===== src/rtl/hazard3_trigger_unit_pkg.sv =====
// Shared definitions for the Hazard3 trigger unit: CSR addresses, tdata1
// field positions, match encodings and the per-trigger configuration record.
package hazard3_trigger_unit_pkg;

  localparam logic [11:0] CSR_TSELECT = 12'h7a0;
  localparam logic [11:0] CSR_TDATA1  = 12'h7a1;
  localparam logic [11:0] CSR_TDATA2  = 12'h7a2;
  localparam logic [11:0] CSR_TINFO   = 12'h7a4;

  localparam int unsigned TD1_TYPE_LO   = 28;
  localparam int unsigned TD1_DMODE     = 27;
  localparam int unsigned TD1_HIT       = 20;
  localparam int unsigned TD1_ACTION_LO = 12;
  localparam int unsigned TD1_CHAIN     = 11;
  localparam int unsigned TD1_MATCH_LO  = 7;
  localparam int unsigned TD1_M         = 6;
  localparam int unsigned TD1_U         = 3;
  localparam int unsigned TD1_EXECUTE   = 2;
  localparam int unsigned TD1_STORE     = 1;
  localparam int unsigned TD1_LOAD      = 0;

  localparam logic [3:0]  TDATA1_TYPE_MCONTROL = 4'd2;
  localparam logic [31:0] TINFO_VALUE          = 32'h0000_0004;

  typedef enum logic [1:0] {
    MATCH_EXACT = 2'd0,
    MATCH_NAPOT = 2'd1,
    MATCH_GE    = 2'd2,
    MATCH_LT    = 2'd3
  } match_e;

  // Implemented mcontrol state for one trigger.
  typedef struct packed {
    logic   dmode;
    logic   action;
    logic   hit;
    logic   chain;
    match_e match;
    logic   m;
    logic   u;
    logic   execute;
    logic   store;
    logic   load;
  } trig_cfg_t;

  // Legalise a written 4-bit match field; unsupported encodings become exact.
  function automatic match_e match_warl(input logic [3:0] wval, input bit napot_en);
    match_e r;
    r = MATCH_EXACT;
    case (wval)
      4'd1:    r = napot_en ? MATCH_NAPOT : MATCH_EXACT;
      4'd2:    r = MATCH_GE;
      4'd3:    r = MATCH_LT;
      default: r = MATCH_EXACT;
    endcase
    return r;
  endfunction

  // Build the 32-bit tdata1 read image; unimplemented fields read zero.
  function automatic logic [31:0] tdata1_pack(input trig_cfg_t c);
    logic [31:0] r;
    r = '0;
    r[TD1_TYPE_LO +: 4]  = TDATA1_TYPE_MCONTROL;
    r[TD1_DMODE]         = c.dmode;
    r[TD1_HIT]           = c.hit;
    r[TD1_ACTION_LO]     = c.action;
    r[TD1_CHAIN]         = c.chain;
    r[TD1_MATCH_LO +: 2] = c.match;
    r[TD1_M]             = c.m;
    r[TD1_U]             = c.u;
    r[TD1_EXECUTE]       = c.execute;
    r[TD1_STORE]         = c.store;
    r[TD1_LOAD]          = c.load;
    return r;
  endfunction

endpackage


===== src/rtl/hazard3_trigger_match.sv =====
// Address comparator for one trigger.
//   addr    : address under test (pc or load/store address)
//   tdata2  : trigger compare value
//   mode    : exact / NAPOT / ge / lt
//   match_c : combinational compare result
module hazard3_trigger_match
  import hazard3_trigger_unit_pkg::*;
#(
  parameter int unsigned W_ADDR       = 32,
  parameter int unsigned ENABLE_NAPOT = 1
) (
  input  logic [W_ADDR-1:0] addr,
  input  logic [W_ADDR-1:0] tdata2,
  input  match_e            mode,
  output logic              match_c
);

  // Trailing ones of tdata2 plus the first zero form the don't-care mask.
  logic [W_ADDR-1:0] napot_mask;
  assign napot_mask = tdata2 ^ (tdata2 + W_ADDR'(1));

  always_comb begin
    match_c = 1'b0;
    case (mode)
      MATCH_EXACT: match_c = (addr == tdata2);
      MATCH_NAPOT: match_c = (ENABLE_NAPOT != 0) && (((addr ^ tdata2) & ~napot_mask) == '0);
      MATCH_GE:    match_c = (addr >= tdata2);
      MATCH_LT:    match_c = (addr < tdata2);
      default:     match_c = 1'b0;
    endcase
  end

endmodule


===== src/rtl/hazard3_trigger_unit.sv =====
// Debug trigger unit: N_TRIGGERS mcontrol address/data triggers with CSR
// access, optional NAPOT matching and chaining, and break request outputs.
//   clk, rst_n                     : clock, async active-low reset
//   cfg_addr/cfg_wen/cfg_wdata     : CSR write port; cfg_rdata is a combinational read
//   trig_m_en, m_mode, d_mode      : enables and current privilege
//   pc/pc_valid                    : execute-match input
//   ls_addr/ls_valid/ls_write      : load/store-match input
//   break_taken                    : core accepted the break this cycle
//   break_any/break_d_mode/break_is_ls : combinational break request
module hazard3_trigger_unit
  import hazard3_trigger_unit_pkg::*;
#(
  parameter int unsigned N_TRIGGERS   = 4,
  parameter int unsigned W_ADDR       = 32,
  parameter int unsigned W_DATA       = 32,
  parameter int unsigned ENABLE_NAPOT = 1,
  parameter int unsigned ENABLE_CHAIN = 1
) (
  input  logic              clk,
  input  logic              rst_n,
  input  logic [11:0]       cfg_addr,
  input  logic              cfg_wen,
  input  logic [W_DATA-1:0] cfg_wdata,
  output logic [W_DATA-1:0] cfg_rdata,
  input  logic              trig_m_en,
  input  logic              m_mode,
  input  logic              d_mode,
  input  logic [W_ADDR-1:0] pc,
  input  logic              pc_valid,
  input  logic [W_ADDR-1:0] ls_addr,
  input  logic              ls_valid,
  input  logic              ls_write,
  input  logic              break_taken,
  output logic              break_any,
  output logic              break_d_mode,
  output logic              break_is_ls
);

  localparam int unsigned W_TSEL = (N_TRIGGERS > 1) ? $clog2(N_TRIGGERS) : 1;

  logic [W_TSEL-1:0] tselect;
  trig_cfg_t         cfg    [N_TRIGGERS];
  logic [W_ADDR-1:0] tdata2 [N_TRIGGERS];

  trig_cfg_t sel_cfg;
  trig_cfg_t wr_cfg;
  logic      sel_locked;
  logic      sel_is_last;
  logic      wr_dmode;

  logic [N_TRIGGERS-1:0] pc_hit;
  logic [N_TRIGGERS-1:0] ls_hit;
  logic [N_TRIGGERS-1:0] priv_ok;
  logic [N_TRIGGERS-1:0] exec_match;
  logic [N_TRIGGERS-1:0] ls_match;
  logic [N_TRIGGERS-1:0] any_match;
  logic [N_TRIGGERS-1:0] chain_eff;
  logic [N_TRIGGERS-1:0] fire;
  logic [N_TRIGGERS-1:0] in_fired;

  logic chain_ok;
  logic hit_run;
  logic found_d;
  logic found_m;
  logic ls_d;
  logic ls_m;

  assign sel_cfg     = cfg[tselect];
  // A D-mode-owned trigger is read-only while the core is outside Debug Mode.
  assign sel_locked  = sel_cfg.dmode && !d_mode;
  assign sel_is_last = (32'(tselect) == N_TRIGGERS - 1);

  // Legalised tdata1 write value for the selected trigger.
  always_comb begin
    wr_cfg         = '0;
    wr_dmode       = d_mode && cfg_wdata[TD1_DMODE];
    wr_cfg.dmode   = wr_dmode;
    wr_cfg.action  = wr_dmode && (cfg_wdata[TD1_ACTION_LO +: 4] == 4'd1);
    wr_cfg.hit     = cfg_wdata[TD1_HIT];
    wr_cfg.chain   = (ENABLE_CHAIN != 0) && !sel_is_last && cfg_wdata[TD1_CHAIN];
    wr_cfg.match   = match_warl(cfg_wdata[TD1_MATCH_LO +: 4], ENABLE_NAPOT != 0);
    wr_cfg.m       = cfg_wdata[TD1_M];
    wr_cfg.u       = cfg_wdata[TD1_U];
    wr_cfg.execute = cfg_wdata[TD1_EXECUTE];
    wr_cfg.store   = cfg_wdata[TD1_STORE];
    wr_cfg.load    = cfg_wdata[TD1_LOAD];
  end

  // CSR read mux.
  always_comb begin
    cfg_rdata = '0;
    case (cfg_addr)
      CSR_TSELECT: cfg_rdata = W_DATA'(tselect);
      CSR_TDATA1:  cfg_rdata = W_DATA'(tdata1_pack(sel_cfg));
      CSR_TDATA2:  cfg_rdata = W_DATA'(tdata2[tselect]);
      CSR_TINFO:   cfg_rdata = W_DATA'(TINFO_VALUE);
      default:     cfg_rdata = '0;
    endcase
  end

  // Per-trigger comparators and match qualification.
  for (genvar i = 0; i < int'(N_TRIGGERS); i++) begin : g_trig
    localparam bit CAN_CHAIN = (ENABLE_CHAIN != 0) && (32'(i) + 1 < N_TRIGGERS);

    hazard3_trigger_match #(
      .W_ADDR       (W_ADDR),
      .ENABLE_NAPOT (ENABLE_NAPOT)
    ) u_match_pc (
      .addr    (pc),
      .tdata2  (tdata2[i]),
      .mode    (cfg[i].match),
      .match_c (pc_hit[i])
    );

    hazard3_trigger_match #(
      .W_ADDR       (W_ADDR),
      .ENABLE_NAPOT (ENABLE_NAPOT)
    ) u_match_ls (
      .addr    (ls_addr),
      .tdata2  (tdata2[i]),
      .mode    (cfg[i].match),
      .match_c (ls_hit[i])
    );

    assign priv_ok[i]    = !d_mode && (m_mode ? cfg[i].m : cfg[i].u);
    assign exec_match[i] = cfg[i].execute && pc_valid && pc_hit[i] && priv_ok[i];
    assign ls_match[i]   = ls_valid && (ls_write ? cfg[i].store : cfg[i].load)
                           && ls_hit[i] && priv_ok[i];
    assign any_match[i]  = exec_match[i] || ls_match[i];
    assign chain_eff[i]  = CAN_CHAIN && cfg[i].chain;
  end

  // Chain resolution, hit marking and break arbitration (D-mode beats M-mode,
  // then lowest index). Only the last member of a chain can fire.
  always_comb begin
    fire         = '0;
    in_fired     = '0;
    chain_ok     = 1'b1;
    hit_run      = 1'b0;
    found_d      = 1'b0;
    found_m      = 1'b0;
    ls_d         = 1'b0;
    ls_m         = 1'b0;
    for (int i = 0; i < int'(N_TRIGGERS); i++) begin
      chain_ok = chain_ok && any_match[i];
      if (!chain_eff[i]) begin
        fire[i]  = chain_ok && (cfg[i].action ? cfg[i].dmode : trig_m_en);
        chain_ok = 1'b1;
      end
    end
    // Walk backwards so every chain member inherits its chain's fire.
    for (int i = int'(N_TRIGGERS) - 1; i >= 0; i--) begin
      if (!chain_eff[i]) begin
        hit_run = fire[i];
      end
      in_fired[i] = hit_run;
    end
    for (int i = 0; i < int'(N_TRIGGERS); i++) begin
      if (fire[i]) begin
        if (cfg[i].action) begin
          if (!found_d) begin
            found_d = 1'b1;
            ls_d    = !exec_match[i];
          end
        end else if (!found_m) begin
          found_m = 1'b1;
          ls_m    = !exec_match[i];
        end
      end
    end
    break_any    = |fire;
    break_d_mode = found_d;
    break_is_ls  = found_d ? ls_d : ls_m;
  end

  // CSR state; a same-cycle tdata1 write overrides hit setting.
  always_ff @(posedge clk or negedge rst_n) begin
    if (!rst_n) begin
      tselect <= '0;
      for (int i = 0; i < int'(N_TRIGGERS); i++) begin
        cfg[i]    <= '0;
        tdata2[i] <= '0;
      end
    end else begin
      for (int i = 0; i < int'(N_TRIGGERS); i++) begin
        if (break_taken && in_fired[i]) begin
          cfg[i].hit <= 1'b1;
        end
      end
      if (cfg_wen) begin
        case (cfg_addr)
          CSR_TSELECT: begin
            if (cfg_wdata < W_DATA'(N_TRIGGERS)) begin
              tselect <= W_TSEL'(cfg_wdata);
            end
          end
          CSR_TDATA1: begin
            if (!sel_locked) begin
              cfg[tselect] <= wr_cfg;
            end
          end
          CSR_TDATA2: begin
            if (!sel_locked) begin
              tdata2[tselect] <= W_ADDR'(cfg_wdata);
            end
          end
          default: ;
        endcase
      end
    end
  end

endmodule


===== config.mk =====
export PLATFORM = sky130hd
export DESIGN_NAME = hazard3_trigger_unit
export DESIGN_NICKNAME = d
export VERILOG_FILES = /design/src/rtl/hazard3_trigger_unit_pkg.sv /design/src/rtl/hazard3_trigger_match.sv /design/src/rtl/hazard3_trigger_unit.sv
export SDC_FILE = /design/constraint.sdc
export NUM_CORES = 1
export LEC_CHECK = 0
export ABC_CLOCK_PERIOD_IN_PS = 12100
export CORE_UTILIZATION = 35
export DETAILED_ROUTE_END_ITERATION = 10
export GPL_ROUTABILITY_DRIVEN = 0
export PLACE_DENSITY = 0.58
export SYNTH_ARGS = -nofsm -noshare
export SYNTH_HDL_FRONTEND = slang
export SYNTH_SLANG_ARGS = --single-unit

===== constraint.sdc =====
create_clock -name clk -period 12.1 [get_ports clk]
set_input_delay 1.21 -clock clk [delete_from_list [all_inputs] [get_ports clk]]
set_output_delay 1.21 -clock clk [all_outputs]
set_load 0.03 [all_outputs]

==> reports/metrics.yaml <==
die:
  core_um2: 50300
  die_x_um: 228
  rows: 82
  io_pins: 153
  dieArea_um2: 52100
  die_h_um: 228
  start_util_pct: 35.6
cts:
  cts_resized: 0
  cts.clk_slew.worst_paths_ps: 60
  clk_latency_ps: 440
  cts_tree: "done"
  cts_setup_buffers: 0
  htree_levels: 4
  cts.sink_count: 174
  clk_path_buf_depth: 2
  ctsHoldBuffers: 0
  cts_inserted_buffers: 17
  root_buffer: "clkbuf_16"
yosys:
  avgSynthCellArea_um2: 9.22
  synth_warnings: 0
  synth.net_count: 2320
  postSynthCellCount: 1942
  synth_cell_types: 88
  async_flop_share_pct: 100
  ys_seq_elements: 174
  ys.flop_type: "dfrtp_1"
  syn-cell-area_um2: 17900
  synth_edf_count: 0
  ys_seq_area_share_pct: 24.3
timing:
  fmax_ghz: 0.120
  finalCritPeriodShare_pct: 68.7
  slew_viol_final: 0
  fin_skew_ps: 9.73
  finalHoldViolations: 0
  worst_pin_slew_ps: 1280
  fin_tns_setup_ps: 0
  finalSetupViolations: 0
  rsz0062_at_grt: "false"
  relSlewSlack_pct: 14.3
  period_minus_slack_ps: 8320
detailed_routing:
  vias_per_cell: 6.61
  drt_iter0_drc: 2366
  wl_mm: 79.2
  ant_nets: 0
  avgRoutedWirePerCell_um: 28.8
  first_pass_iters: 6
  drc: 0
  vias: 18205
place:
  dpl.hpwl_mm: 63.8
  placedCellCount: 2724
  numPortBuffers: 152
  dpl-instance-area_um2: 20200
critical_path:
  cpPeakStageDelay_ps: 690
  path_class: "primary input to output pin"
  crit_required_ps: 10890
  ff2ff_setup_slack_ps: 6790
  cp-start-kind: "primary input"
  crit_arrival_ps: 7110
  worst-path-max-fanout: 7
  path_common_cell: "clkdlybuf4s50_1"
  cp-startpoint: "ls_addr[31]"
  crit_path_end_kind: "output pin"
  crit_slowest_cell: "or4_1"
  r2r-start: "tdata2[32]$_DFFE_PN0P_"
  crit_chain: "clkdlybuf4s50_1 -> ha_1 -> nand4_1 -> nor4_1 -> a211oi_1 -> or4_1 -> a2111oi_0 -> and4b_1 -> nor4_2 -> a22oi_4 -> o21ai_2 -> and2_4 -> o21ai_4 -> mux2_4 -> clkdlybuf4s50_1"
finish:
  post-route-cell-area_um2: 20700
  nNetsFinal: 2449
  antenna_cells: 0
  fin_cells: 2754
  syn2layout_area_growth_pct: 15.9
  drive_gt1_share_pct: 13.5
global_routing:
  grt_pass1_wl_mm: 114
  grt_remaining_overflow: 0
  grt_pass1_vias: 17876
  antenna_found_initial: 0
  grt_max_degree: 96
  grt_usage_pct: 29.6
pwr:
  powerDensity_nw_per_um2: 68.3
  p_leak_nw: 8.39
  ir_drop_v: 0.0000887
min_path:
  hold_path_startpoint: "cfg[7]$_DFFE_PN0P_"
  hold_path.class: "register to register"
status:
  status: "completed"
run:
  cap_violations: 0
## path summary, 6_finish.rpt
check / to / depth (start not counted)
worst min register to register: cfg[7]$_DFFE_PN0P_ / 1
max in group asynchronous: cfg[3]$_DFFE_PN0P_ / 2
min in group asynchronous: tdata2[31]$_DFFE_PN0P_ / 1
worst min-delay path: cfg[7]$_DFFE_PN0P_ / 1
worst max-delay path: break_is_ls / 15
worst max register to register: cfg[41]$_DFF_PN0_ / 13
## state kept, by name, summed over array words and instances (netlist names)
register and flops:
tdata2 128, tselect 2, cfg 44
## per-layer routing
metal / track usage [%] / up-vias / wire (µm)
li1: - / 7830 / -
met1: 37.7 / 8943 / 31600
met2: 46.6 / 1174 / 34800
met3: 6.43 / 258 / 8360
met4: 16.0 / 0 / 4490
met5: 0 / - / 0
## Yosys cell counts, types with 35 or more instances
library cell,number,share of area [%]
nor3_1,36,1.0
mux4_2,43,5.4
a21oi_1,165,4.6
ha_1,260,18
nand4_1,79,2.8
a31oi_1,46,1.6
nor4_1,60,2.1
and2_1,35,1.2
nor2_1,96,2.0
inv_1,150,3.1
nand3_1,42,1.2
dfrtp_1,174,24
nand2_1,105,2.2
mux2_2,154,9.7
o21ai_0,79,2.2
## logic make-up after synthesis
kind of cell             after synthesis  synth area share [%]
AND/OR/NAND/NOR                      584                  18.4
AO/OA/AOI/OAI                        505                  18.7
flip-flops                           174                  24.3
buffers and inverters                208                  4.55
adder cells (fa/ha/maj)              260                  18.2
multiplexers                         211                  15.9
## worst max-delay path: cells and delay by family
kind / cells / cell delay [ps]
AND/OR/NAND/NOR: 6 / 2230
AO/OA/AOI/OAI: 5 / 1620
buffers and inverters: 2 / 1240
adder cells (fa/ha/maj): 1 / 460
multiplexers: 1 / 330
## cell type report
class	count	area, µm²
Multi-Input combinational cell	1560	12800
Clock inverter	12	163
Fill cell	4928	29500
Timing Repair Buffer	167	1640
Sequential cell	174	4360
Clock buffer	18	429
Tap cell	672	841
Inverter	151	567
## per-stage QoR
step                      power [mW]  worst slack [ps]  util (%)  hold WS, ps
after floorplan                0.719              6500         -          448
after global placement         0.852              4140      40.1          468
after detailed placement       0.857              4070      40.1          469
after CTS                       1.42              4020      41.3          489
after global routing            1.47              3810      41.3          506
final                           1.42              3780      41.3          489
## power by group
part	switching [mW]	leakage [nW]	total, mW	internal, mW
logic	0.163	5.68	0.272	0.109
clock network	0.236	0.284	0.561	0.325
registers	0.00150	2.42	0.584	0.582
## layout by cell type, fill, tap and decap left out, types with 35 or more instances in the layout
master | netlist | routed
nand4_1 | 79 | 79
clkdlybuf4s50_1 | 0 | 151
nand2_1 | 105 | 105
and2_1 | 35 | 35
a21oi_1 | 165 | 165
nor3_1 | 36 | 36
nor4_1 | 60 | 60
dfrtp_1 | 174 | 172
o21ai_0 | 79 | 79
mux4_2 | 43 | 43
ha_1 | 260 | 260
inv_1 | 150 | 150
nor2_1 | 96 | 96
mux2_2 | 154 | 154
nand3_1 | 42 | 41
a31oi_1 | 46 | 46
Power figures use the tool's default switching activity.
